File: config.mk
export PLATFORM = sky130hd
export DESIGN_NAME = out_reg_scheduler_flat
export DESIGN_NICKNAME = d
export VERILOG_FILES = /design/src/rtl/out_reg_scheduler_if.sv /design/src/rtl/out_reg_scheduler.sv /design/src/flat_wrapper.sv
export SDC_FILE = /design/constraint.sdc
export NUM_CORES = 1
export LEC_CHECK = 0
export CELL_PAD_IN_SITES_DETAIL_PLACEMENT = 0
export CELL_PAD_IN_SITES_GLOBAL_PLACEMENT = 1
export CORE_ASPECT_RATIO = 1.5
export CORE_MARGIN = 2
export CORE_UTILIZATION = 47
export CTS_CLUSTER_DIAMETER = 80
export CTS_CLUSTER_SIZE = 40
export DETAILED_ROUTE_END_ITERATION = 12
export GPL_TIMING_DRIVEN = 0
export PLACE_DENSITY_LB_ADDON = 0.05
export SLEW_MARGIN = 20
export SYNTH_ARGS = -nofsm -noshare
export SYNTH_HDL_FRONTEND = slang
export SYNTH_SLANG_ARGS = --single-unit
File: constraint.sdc
create_clock -name clk -period 4.15 [get_ports clk]
set_input_delay 0.83 -clock clk [delete_from_list [all_inputs] [get_ports clk]]
set_output_delay 0.83 -clock clk [all_outputs]
set_load 0.03 [all_outputs]
File: src/rtl/out_reg_scheduler_if.sv
// ---------------------------------------------------------------------------
// out_reg_scheduler_if
//   Bundles the writer handshakes, the flush control and the reg_out drive
//   signals of out_reg_scheduler.
//   master : the environment (CPU OUT path, debug port, flush source)
//   slave  : the scheduler itself
// Signals
//   flush                 sync: empty the FIFO, abort the current hold
//   cpu_req/cpu_data      CPU write request and value; cpu_ack pulses on push
//   dbg_req/dbg_data      debug write request and value; dbg_ack pulses on push
//   out_load/out_bus      load strobe and registered data towards reg_out
//   busy                  scheduler FSM is not idle
//   fifo_full/fifo_empty  FIFO occupancy flags
//   count                 entries resident in the FIFO
// ---------------------------------------------------------------------------
interface out_reg_scheduler_if #(
    parameter int WIDTH = 8,
    parameter int DEPTH = 4
);
    localparam int CW = $clog2(DEPTH) + 1;

    logic             flush;
    logic             cpu_req;
    logic [WIDTH-1:0] cpu_data;
    logic             cpu_ack;
    logic             dbg_req;
    logic [WIDTH-1:0] dbg_data;
    logic             dbg_ack;
    logic             out_load;
    logic [WIDTH-1:0] out_bus;
    logic             busy;
    logic             fifo_full;
    logic             fifo_empty;
    logic [CW-1:0]    count;

    modport master (
        output flush, cpu_req, cpu_data, dbg_req, dbg_data,
        input  cpu_ack, dbg_ack, out_load, out_bus, busy,
               fifo_full, fifo_empty, count
    );

    modport slave (
        input  flush, cpu_req, cpu_data, dbg_req, dbg_data,
        output cpu_ack, dbg_ack, out_load, out_bus, busy,
               fifo_full, fifo_empty, count
    );
endinterface

File: src/rtl/out_reg_scheduler.sv
// ---------------------------------------------------------------------------
// out_reg_scheduler
//   Shares the SAP-1 output register between the CPU OUT path and a debug
//   port. Accepted values are queued in a small circular FIFO; each one is
//   presented to reg_out with a single-cycle load strobe and then held for
//   HOLD_CYCLES cycles before the next value may be loaded.
// Ports
//   clk   system clock, rising edge
//   rst   asynchronous, active-low reset
//   sif   out_reg_scheduler_if.slave: writer handshakes, flush, reg_out drive,
//         status (busy, fifo_full, fifo_empty, count)
// ---------------------------------------------------------------------------
module out_reg_scheduler #(
    parameter int WIDTH       = 8,
    parameter int DEPTH       = 4,
    parameter int HOLD_CYCLES = 16
) (
    input logic                clk,
    input logic                rst,
    out_reg_scheduler_if.slave sif
);
    localparam int PW = $clog2(DEPTH);
    localparam int CW = PW + 1;
    localparam int TW = (HOLD_CYCLES > 1) ? $clog2(HOLD_CYCLES) : 1;

    typedef enum logic [1:0] {S_IDLE, S_LOAD, S_HOLD} state_t;

    state_t           r_state;
    state_t           w_next_state;
    logic [WIDTH-1:0] r_mem [DEPTH];
    logic [PW-1:0]    r_wr_ptr;
    logic [PW-1:0]    r_rd_ptr;
    logic [CW-1:0]    r_count;
    logic [TW-1:0]    r_timer;
    logic             r_rr_last_dbg;   // 1: debug won the last contention
    logic [WIDTH-1:0] r_out_bus;

    logic             w_full;
    logic             w_empty;
    logic             w_push_ok;
    logic             w_both;
    logic             w_grant_cpu;
    logic             w_grant_dbg;
    logic             w_push;
    logic             w_pop;
    logic [WIDTH-1:0] w_wdata;

    assign w_full  = (r_count == CW'(DEPTH));
    assign w_empty = (r_count == '0);

    // Arbitration: a push only ever uses the current full flag, so a pop in
    // the same cycle does not open a slot for a push-through.
    assign w_push_ok   = !w_full && !sif.flush;
    assign w_both      = sif.cpu_req && sif.dbg_req;
    assign w_grant_cpu = w_push_ok && sif.cpu_req && (!sif.dbg_req || r_rr_last_dbg);
    assign w_grant_dbg = w_push_ok && sif.dbg_req && (!sif.cpu_req || !r_rr_last_dbg);
    assign w_push      = w_grant_cpu || w_grant_dbg;
    assign w_wdata     = w_grant_dbg ? sif.dbg_data : sif.cpu_data;

    // The head is popped on the IDLE->LOAD edge and captured into out_bus.
    assign w_pop = (r_state == S_IDLE) && !w_empty && !sif.flush;

    // ---------------- FSM: state register ----------------
    // NOTE: clocked state uses non-blocking (<=) so every register samples
    // pre-edge values; combinational blocks use blocking (=).
    always_ff @(posedge clk or negedge rst) begin
        if (!rst) r_state <= S_IDLE;
        else      r_state <= w_next_state;
    end

    // ---------------- FSM: next-state logic ----------------
    // NOTE: the default assignment first keeps this block free of latches.
    always_comb begin
        w_next_state = r_state;
        unique case (r_state)
            S_IDLE: if (!w_empty)      w_next_state = S_LOAD;
            S_LOAD:                    w_next_state = S_HOLD;
            S_HOLD: if (r_timer == '0) w_next_state = S_IDLE;
            default:                   w_next_state = S_IDLE;
        endcase
        if (sif.flush) w_next_state = S_IDLE;
    end

    // ---------------- FSM: outputs ----------------
    // out_load is decoded from the registered state, so it is a clean
    // one-cycle strobe aligned with the freshly registered out_bus.
    always_comb begin
        sif.out_load   = (r_state == S_LOAD);
        sif.busy       = (r_state != S_IDLE);
        sif.out_bus    = r_out_bus;
        sif.cpu_ack    = w_grant_cpu;
        sif.dbg_ack    = w_grant_dbg;
        sif.fifo_full  = w_full;
        sif.fifo_empty = w_empty;
        sif.count      = r_count;
    end

    // Hold timer: loaded on LOAD->HOLD, counts down to zero inside HOLD.
    always_ff @(posedge clk or negedge rst) begin
        if (!rst)                                r_timer <= '0;
        else if (sif.flush)                      r_timer <= '0;
        else if (r_state == S_LOAD)              r_timer <= TW'(HOLD_CYCLES - 1);
        else if (r_state == S_HOLD && r_timer != '0) r_timer <= r_timer - 1'b1;
    end

    // FIFO pointers and occupancy; pointers wrap naturally since DEPTH is 2^n.
    always_ff @(posedge clk or negedge rst) begin
        if (!rst) begin
            r_wr_ptr <= '0;
            r_rd_ptr <= '0;
            r_count  <= '0;
        end else if (sif.flush) begin
            r_wr_ptr <= '0;
            r_rd_ptr <= '0;
            r_count  <= '0;
        end else begin
            if (w_push) r_wr_ptr <= r_wr_ptr + 1'b1;
            if (w_pop)  r_rd_ptr <= r_rd_ptr + 1'b1;
            r_count <= r_count + CW'(w_push) - CW'(w_pop);
        end
    end

    // NOTE: storage is deliberately not reset; count/pointers gate every read,
    // so stale entries are never observed.
    always_ff @(posedge clk) begin
        if (w_push) r_mem[r_wr_ptr] <= w_wdata;
    end

    // Round-robin memory only moves when both writers actually contended.
    always_ff @(posedge clk or negedge rst) begin
        if (!rst)                 r_rr_last_dbg <= 1'b1;
        else if (w_push && w_both) r_rr_last_dbg <= w_grant_dbg;
    end

    // out_bus only changes on a pop (IDLE->LOAD) or reset; flush keeps it.
    always_ff @(posedge clk or negedge rst) begin
        if (!rst)       r_out_bus <= '0;
        else if (w_pop) r_out_bus <= r_mem[r_rd_ptr];
    end
endmodule

File: src/flat_wrapper.sv
// flat-port wrapper written by rule: the top's interface ports become plain ports
module out_reg_scheduler_flat 
#(
    parameter int WIDTH       = 8,
    parameter int DEPTH       = 4,
    parameter int HOLD_CYCLES = 16
)
  (clk, rst, sif_flush, sif_cpu_req, sif_cpu_data, sif_dbg_req, sif_dbg_data, sif_cpu_ack, sif_dbg_ack, sif_out_load, sif_out_bus, sif_busy, sif_fifo_full, sif_fifo_empty, sif_count);
  out_reg_scheduler_if #(.WIDTH(WIDTH), .DEPTH(DEPTH)) sif_i ();
  input logic clk;
  input logic rst;
  input wire logic [$bits(sif_i.flush)-1:0] sif_flush;
  input wire logic [$bits(sif_i.cpu_req)-1:0] sif_cpu_req;
  input wire logic [$bits(sif_i.cpu_data)-1:0] sif_cpu_data;
  input wire logic [$bits(sif_i.dbg_req)-1:0] sif_dbg_req;
  input wire logic [$bits(sif_i.dbg_data)-1:0] sif_dbg_data;
  output wire logic [$bits(sif_i.cpu_ack)-1:0] sif_cpu_ack;
  output wire logic [$bits(sif_i.dbg_ack)-1:0] sif_dbg_ack;
  output wire logic [$bits(sif_i.out_load)-1:0] sif_out_load;
  output wire logic [$bits(sif_i.out_bus)-1:0] sif_out_bus;
  output wire logic [$bits(sif_i.busy)-1:0] sif_busy;
  output wire logic [$bits(sif_i.fifo_full)-1:0] sif_fifo_full;
  output wire logic [$bits(sif_i.fifo_empty)-1:0] sif_fifo_empty;
  output wire logic [$bits(sif_i.count)-1:0] sif_count;
  assign sif_i.flush = sif_flush;
  assign sif_i.cpu_req = sif_cpu_req;
  assign sif_i.cpu_data = sif_cpu_data;
  assign sif_i.dbg_req = sif_dbg_req;
  assign sif_i.dbg_data = sif_dbg_data;
  assign sif_cpu_ack = sif_i.cpu_ack;
  assign sif_dbg_ack = sif_i.dbg_ack;
  assign sif_out_load = sif_i.out_load;
  assign sif_out_bus = sif_i.out_bus;
  assign sif_busy = sif_i.busy;
  assign sif_fifo_full = sif_i.fifo_full;
  assign sif_fifo_empty = sif_i.fifo_empty;
  assign sif_count = sif_i.count;
  out_reg_scheduler #(.WIDTH(WIDTH), .DEPTH(DEPTH), .HOLD_CYCLES(HOLD_CYCLES)) u_core (.clk(clk), .rst(rst), .sif(sif_i));
endmodule
==> results of run 1 <==
-- critical path, delay by kind of cell --
family | cells | cell delay (ns)
AO/OA/AOI/OAI | 1 | 0.72
buffers and inverters | 3 | 1.43
-- cell families (layout without fill, tap and decap cells) --
group / Yosys count / after routing / synth area share
AOI/OAI and AO/OA: 20 / 20 / 0.06134
xor gates and xnor gates: 2 / 2 / 0.007097
adders and majority gates: 8 / 8 / 0.04359
buffers and inverters: 18 / 63 / 0.03041
DFF: 54 / 54 / 0.6128
muxes: 25 / 25 / 0.1505
and+or+nand+nor: 39 / 39 / 0.09427
-- through the flow --
step / area, um2 / hold WS [ns] / setup WS [ns] / std cells
finish: 3004 / 0.4791 / 0.3424 / 279
global route: 3004 / 0.5167 / 0.2498 / 279
CTS: 3009 / 0.5253 / 0.3052 / 279
detailed placement: 2924 / 0.5039 / 0.3095 / 271
global placement: 2924 / 0.4921 / 0.3470 / 271
floorplan: 2469 / 0.5301 / 0.9437 / 166
-- power breakdown --
part | switching, W | total, W | internal (W)
sequential | 0.0000878 | 0.000792 | 0.000704
clock | 0.000166 | 0.000282 | 0.000116
combinational | 0.000495 | 0.000928 | 0.000433
total | 0.000749 | 0.00200 | 0.00125
-- worst paths after layout --
check                                                          to  slack [ns]  cells past startpoint
min in group clk                u_core.sif.out_bus[0]$_DFFE_PN0P_        0.52                      1
worst max register to register      u_core.sif.count[2]$_DFF_PN0_        1.26                     11
worst max-delay path                                  sif_dbg_ack        0.34                      4
max in group asynchronous        u_core.r_rr_last_dbg$_DFFE_PN1P_        3.32                      1
worst min register to register  u_core.sif.out_bus[0]$_DFFE_PN0P_        0.52                      1
worst min-delay path                u_core.sif.count[2]$_DFF_PN0_        0.48                      1
-- cell usage in the layout, fill, tap and decap left out, types with 5 or more instances in the layout --
cell type         n
clkdlybuf4s50_1  36
edfxtp_1         32
dfrtp_1          21
mux2_2           17
inv_1            10
mux4_2            8
ha_1              7
nor2_1            6
a21oi_1           6
nor3_1            5
clkbuf_8          5
-- metal layers --
metal | wire length (um) | track usage | up-vias
met5 | 0 | 0 | -
met4 | 65 | 0.05978 | 0
met3 | 152 | 0.03281 | 6
met2 | 2614 | 0.3298 | 33
met1 | 1789 | 0.1975 | 755
li1 | - | - | 706
-- registers in the layout (all words and copies together), names as in the netlist --
| register | flops |
|---|---|
| u_core.r_rr_last_dbg | 1 |
| u_core.r_rd_ptr | 2 |
| u_core.r_wr_ptr | 2 |
| u_core.r_mem | 32 |
| u_core.sif.out_bus | 8 |
| u_core.sif.count | 3 |
| u_core.r_timer | 4 |
| u_core.r_state | 2 |
-- cell usage after synthesis (all sizes together) --
master	instances	area, um2
or3	1	6.260
nand2	4	15.01
o21ai	4	20.02
o41ai	1	8.760
or2	2	12.51
a31oi	1	6.260
o22ai	1	6.260
a221oi	1	8.760
o21ba	1	10.01
nand3	3	15.01
or3b	2	17.52
ha	7	87.58
nor3	6	41.29
a21oi	6	30.03
buf	4	22.52
and2	1	7.510
nand2b	3	18.77
mux4	8	180.2
nor2	6	22.52
inv	11	41.29
nor3b	2	15.01
a211oi	1	7.510
and3	4	30.03
o211a	1	10.01
dfrtp	21	525.5
edfxtp	32	960.9
o21bai	1	7.510
xor2	2	17.52
a2111oi	1	27.53
nor2b	3	18.77
dfstp	1	26.28
mux2	17	191.4
nand4	2	12.51
fa	1	20.02
clkbuf	3	11.26
a2bb2oi	1	8.760
-- cell type report --
cell class	count	area, um2	share of cell area
repair buffers	37	365.4	0.1216
well taps	68	85.08	0.02832
clock buffers	5	68.82	0.02291
multi-input cells	94	880.8	0.2932
inverters	11	41.29	0.01374
clock inverters	3	16.27	0.005414
plain buffers	7	33.78	0.01125
flip-flops and latches	54	1513	0.5035
==> PnR_summary.wiki, run 1 <==
{| class="wikitable"
! Metric !! Value
|-
| Number of port buffers || 37
|-
| Die height || 92.76 um
|-
| Average instance area after synthesis || 14.87 um2
|-
| Endpoints failing hold || 0
|-
| Count of warnings emitted by yosys || 0
|-
| Drt first pass iters || 4
|-
| Start-to-end type of the worst setup path || in -> out
|-
| Number of buffers created by CTS || 5
|-
| Max Transition Viols Final || 0
|-
| Post-Syn Area || 2469 um2
|-
| Final critical-path required period || 3.808 ns
|-
| Number of clock sinks seen by CTS || 54
|-
| Initial antenna violation count || 0
|-
| P per Cell Area || 666.4 nW/um2
|-
| Buffer depth of the longest clock path || 2
|-
| Post-Route WL || 4621 um
|-
| Horizontal die dimension || 63.18 um
|-
| GR Util All Layers || 0.1758
|-
| Number of setup violations in the final report || 0
|-
| Crit share post-route || 0.9175
|-
| Transition time at the pin with the least slew margin || 0.8091 ns
|-
| Result of the run || finished clean
|-
| Final weighted congestion of routability-driven global placement || 0.7294
|-
| Peak fanout along the critical path || 9
|-
| Finished Core Util || 0.5908
|-
| Part of the Yosys area used for sequential elements || 0.6128
|-
| DRC viols || 0
|-
| Resized Gates After CTS || 0
|-
| Leakage power || 1.121 nW
|-
| Avg WL per Cell || 16.56 um
|-
| Relative slew margins || 0.4606
|-
| Via count of the first global-routing pass || 1579
|-
| Via total after detailed routing || 1500
|-
| # IOs || 38
|-
| Post-Synthesis Cells || 166
|-
| Via-per-instance ratio || 5.376
|-
| Initial Utilization || 0.4855
|-
| Clock-pin transition on the worst setup and hold timing paths || 0.09 ns
|-
| Critical Path End Type || output port
|-
| Antenna-violating nets left || 0
|-
| DRT iter0 DRCs || 58
|-
| Total power draw || 0.002002 W
|-
| Full die area || 5860 um2
|-
| Highest clock frequency the design can meet || 262.6 MHz
|-
| Clock latency on the worst-skew pair || 0.30 ns
|-
| Crit Reg-Reg Startpoint || u_core.r_state[0]$_DFFE_PN0P_
|-
| Required time at the endpoint of the critical path || 3.32 ns
|-
| Ratio of cells with drive above 1 in the final layout || 0.2227
|-
| TritonCTS clock tree || built
|-
| Class of the tightest hold or removal check || in -> async
|-
| Hold buffer count at CTS || 0
|-
| Pin count of the biggest net entering global routing || 23
|-
| RSZ-0062 raised after global routing || false
|-
| Worst supply voltage drop on vdd || 0.0003270 V
|-
| Post-CTS Setup Inserts || 0
|-
| Post-route setup TNS || 0 ns
|-
| Number of rows created at floorplan || 32
|-
| Total of max-cap violations || 0
|-
| Ordered list of cells on the worst path || clkdlybuf4s50_1 -> inv_1 -> a2111oi_4 -> clkdlybuf4s50_1
|-
| Worst Skew || 0.003331 ns
|-
| Placeable core region || 5085 um2
|-
| Antenna diodes || 0
|-
| Relative area change from synthesis to final layout || 21.69%
|-
| Number of fill cells in the layout || 458
|-
| Deepest level of the CTS H-tree || 2
|-
| CP arrival || 2.98 ns
|-
| Wire length of the first global-routing pass || 7590 um
|-
| CP Launch Point || sif_dbg_req
|-
| Slowest cell on crit path || clkdlybuf4s50_1
|-
| HPWL Detailed || 3385 um
|-
| Most frequent cell on the critical path || clkdlybuf4s50_1
|-
| Root cell of the clock tree || clkbuf_8
|-
| Number of distinct library cells after synthesis || 40
|-
| Synthesis-stage register bit count || 54
|-
| Number of nets produced by synthesis || 195
|-
| Worst setup SP type || input port
|-
| Overall overflow remaining after global route || 0
|-
| Net count of the finished layout || 239
|-
| Slowest cell delay on critical path || 0.81 ns
|}
Note: power is estimated with default switching activity, not from simulation.
==> inputs of run 2 (changes only) <==
Settings changed: CORE_ASPECT_RATIO 1.5 to unset, RECOVER_POWER set to 50.
==> run 2 against run 1 <==
  * Sequential share of layout area rose by 0.063 points
  * Cell count rose by 0.72%
  * Register-to-register slack got worse by 0.05 ns
  * Critical path depth down 1
  * Worst hold slack better by 0.028 ns
  * Total power shrank 1.6%
  * Die area fell by 0.20%
  * Utilization about the same
  * Setup slack lost 0.0037 ns
  * Global-route usage down 0.56 points
  * Combinational power is 2.8% lower
  * Critical path type unchanged
  * Largest cell class unchanged
  * Largest power group unchanged
==> PnR_summary.wiki, run 2 (synthesis results as in run 1) <==
{| class="wikitable"
! Metric !! Value
|-
| Standard cell area after detailed placement || 2927 um2 (about the same)
|-
| Antenna diodes || 0 (unchanged)
|-
| Full die area || 5848 um2 (-0.20%)
|-
| Register bank with the most flops || u_core.r_mem
|-
| Min-Delay Endpoint || u_core.sif.out_bus[6]$_DFFE_PN0P_
|-
| Horizontal die dimension || 76.48 um (+21%)
|-
| Endpoints failing hold || 0 (unchanged)
|-
| Max Transition Viols Final || 0 (unchanged)
|-
| Wire length on met3 || 148 um (-2.6%)
|-
| Net count of the finished layout || 239 (unchanged)
|-
| Highest clock frequency the design can meet || 262.4 MHz (about the same)
|-
| TritonCTS clock tree || built
|-
| Number of setup violations in the final report || 0 (unchanged)
|-
| Crit Reg-Reg Startpoint || u_core.r_state[0]$_DFFE_PN0P_
|-
| Hold buffer count at CTS || 0 (unchanged)
|-
| Via-per-instance ratio || 5.249 (-2.4%)
|-
| Start-to-end type of the worst setup path || in -> out
|-
| Terminus of the critical flop-to-flop path || u_core.sif.count[2]$_DFF_PN0_
|-
| Relative area change from synthesis to final layout || 21.54%
|-
| Relative slew margins || 0.1691 (-0.2915)
|-
| # IOs || 38 (unchanged)
|-
| Most common library cell in the layout ignoring fill and taps || edfxtp_1
|-
| Number of clock sinks seen by CTS || 54 (unchanged)
|-
| Wire length of the first global-routing pass || 7645 um (+0.72%)
|-
| Placeable core region || 5075 um2 (-0.20%)
|-
| Class of the tightest hold or removal check || reg -> reg
|-
| Peak fanout along the critical path || 9 (unchanged)
|-
| Initial antenna violation count || 0 (unchanged)
|-
| Critical Path End Type || output port
|-
| Ratio of cells with drive above 1 in the final layout || 0.1896 (-0.03318)
|-
| Slowest cell on crit path || clkdlybuf4s50_1
|-
| FF-to-FF path depth || 11 (unchanged)
|-
| Antenna-violating nets left || 0 (unchanged)
|-
| P per Cell Area || 656.3 nW/um2 (-1.5%)
|-
| Slowest cell delay on critical path || 0.81 ns (about the same)
|-
| Worst setup SP type || input port
|-
| HPWL Detailed || 3154 um (-6.8%)
|-
| Commonest cells after routing, fill and taps aside || edfxtp_1 (32), clkdlybuf4s50_1 (25), dfrtp_1 (21)
|-
| Die height || 76.48 um (-18%)
|-
| Hold Crit Depth || 1
|-
| Total of max-cap violations || 0 (unchanged)
|-
| Initial Utilization || 0.4864 (+0.0009576)
|-
| Worst Skew || 0.005185 ns (+0.001854 ns)
|-
| Top routing layer in use || met4
|-
| Sequential cell area || 1513 um2 (unchanged)
|-
| Flip-flop count of the largest register, all copies and words added || 32 (unchanged)
|-
| Pin count of the biggest net entering global routing || 23 (unchanged)
|-
| Area taken by multi-input logic gates || 875.8 um2 (-0.57%)
|-
| Number of rows created at floorplan || 26 (-19%)
|-
| Number of buffers created by CTS || 5 (unchanged)
|-
| Clock latency on the worst-skew pair || 0.30 ns (about the same)
|-
| Final weighted congestion of routability-driven global placement || 0.7721 (+5.9%)
|-
| DRT iter0 DRCs || 115 (+98%)
|-
| M1 wire length || 1979 um (+11%)
|-
| Reg2reg setup slack || 1.21 ns (-0.05 ns)
|-
| Via count of the first global-routing pass || 1523 (-3.5%)
|-
| CP arrival || 2.98 ns (about the same)
|-
| Post-route setup TNS || 0 ns (unchanged)
|-
| Number of fill cells in the layout || 420 (-8.3%)
|-
| Leakage power || 1.134 nW (+1.2%)
|-
| Overall overflow remaining after global route || 0 (unchanged)
|-
| CP Launch Point || sif_flush
|-
| Worst supply voltage drop on vdd || 0.0002866 V (-12%)
|-
| Post-CTS Setup Inserts || 0 (unchanged)
|-
| Result of the run || finished clean
|-
| Crit share post-route || 0.9184 (about the same)
|-
| Drt first pass iters || 4 (unchanged)
|-
| Resized Gates After CTS || 0 (unchanged)
|-
| Avg WL per Cell || 15.73 um (-5.0%)
|-
| Clock-pin transition on the worst setup and hold timing paths || 0.09 ns (about the same)
|-
| DRC viols || 0 (unchanged)
|-
| Ordered list of cells on the worst path || dlygate4sd3_1 -> a2111oi_4 -> clkdlybuf4s50_1
|-
| Via total after detailed routing || 1475 (-1.7%)
|-
| Finished Core Util || 0.5912 (about the same)
|-
| Required time at the endpoint of the critical path || 3.32 ns (about the same)
|-
| RSZ-0062 raised after global routing || false
|-
| Startpoint of the most critical hold path || u_core.sif.out_bus[6]$_DFFE_PN0P_
|-
| Number of port buffers || 37 (unchanged)
|-
| Met2 WL post-DR || 2254 um (-14%)
|-
| Root cell of the clock tree || clkbuf_8
|-
| Deepest level of the CTS H-tree || 2 (unchanged)
|-
| Transition time at the pin with the least slew margin || 1.246 ns (+0.4372 ns)
|-
| Post-route cell area || 3000 um2 (-0.12%)
|-
| Final critical-path required period || 3.811 ns (+0.003701 ns)
|-
| Buffer depth of the longest clock path || 2 (unchanged)
|-
| Post-Route WL || 4420 um (-4.3%)
|-
| GR Util All Layers || 0.1702 (-0.005569)
|}
## run 2: how the worst max path moves through the flow
stage	to	slack [ns]	cells after the start
after global placement	sif_dbg_ack	0.32	3
after floorplan	u_core.sif.count[2]$_DFF_PN0_	0.94	10
after detailed placement	sif_dbg_ack	0.29	3
after global routing	sif_dbg_ack	0.21	3
after CTS	sif_dbg_ack	0.29	3
final	sif_dbg_ack	0.34	3
## run 2: area by class of cell
class / instances / share of cell area
well taps: 70 / 0.02919
flip-flops and latches: 54 / 0.5042
plain buffers: 7 / 0.01126
clock inverters: 3 / 0.005421
repair buffers: 37 / 0.1214
multi-input cells: 94 / 0.2919
clock buffers: 5 / 0.02294
inverters: 11 / 0.01376
## run 2: critical path: cells and delay by family
family | cells | cell delay, ns
buf+inv | 2 | 1.40
compound gates | 1 | 0.75
## run 2: report_power, final
group	switching (W)	internal, W	leakage (nW)
combinational	0.000489	0.000413	0.522
sequential	0.0000822	0.000704	0.569
clock	0.000165	0.000116	0.0432
total	0.000736	0.00123	1.13
## run 2: metal layers
layer / GRT usage / vias up
met1: 0.2335 / 737
met2: 0.2761 / 31
li1: - / 703
met5: 0 / -
met3: 0.03910 / 4
met4: 0.04364 / 0
## run 2: through the flow
stage	worst slack [ns]	hold slack [ns]	cells	power, W
after detailed placement	0.2871	0.4992	273	0.001736
after global placement	0.3217	0.4890	273	0.001702
after CTS	0.2942	0.5175	281	0.002018
final	0.3387	0.5072	281	0.001969
after global routing	0.2077	0.5320	281	0.002112
after floorplan	0.9437	0.5301	166	0.001429
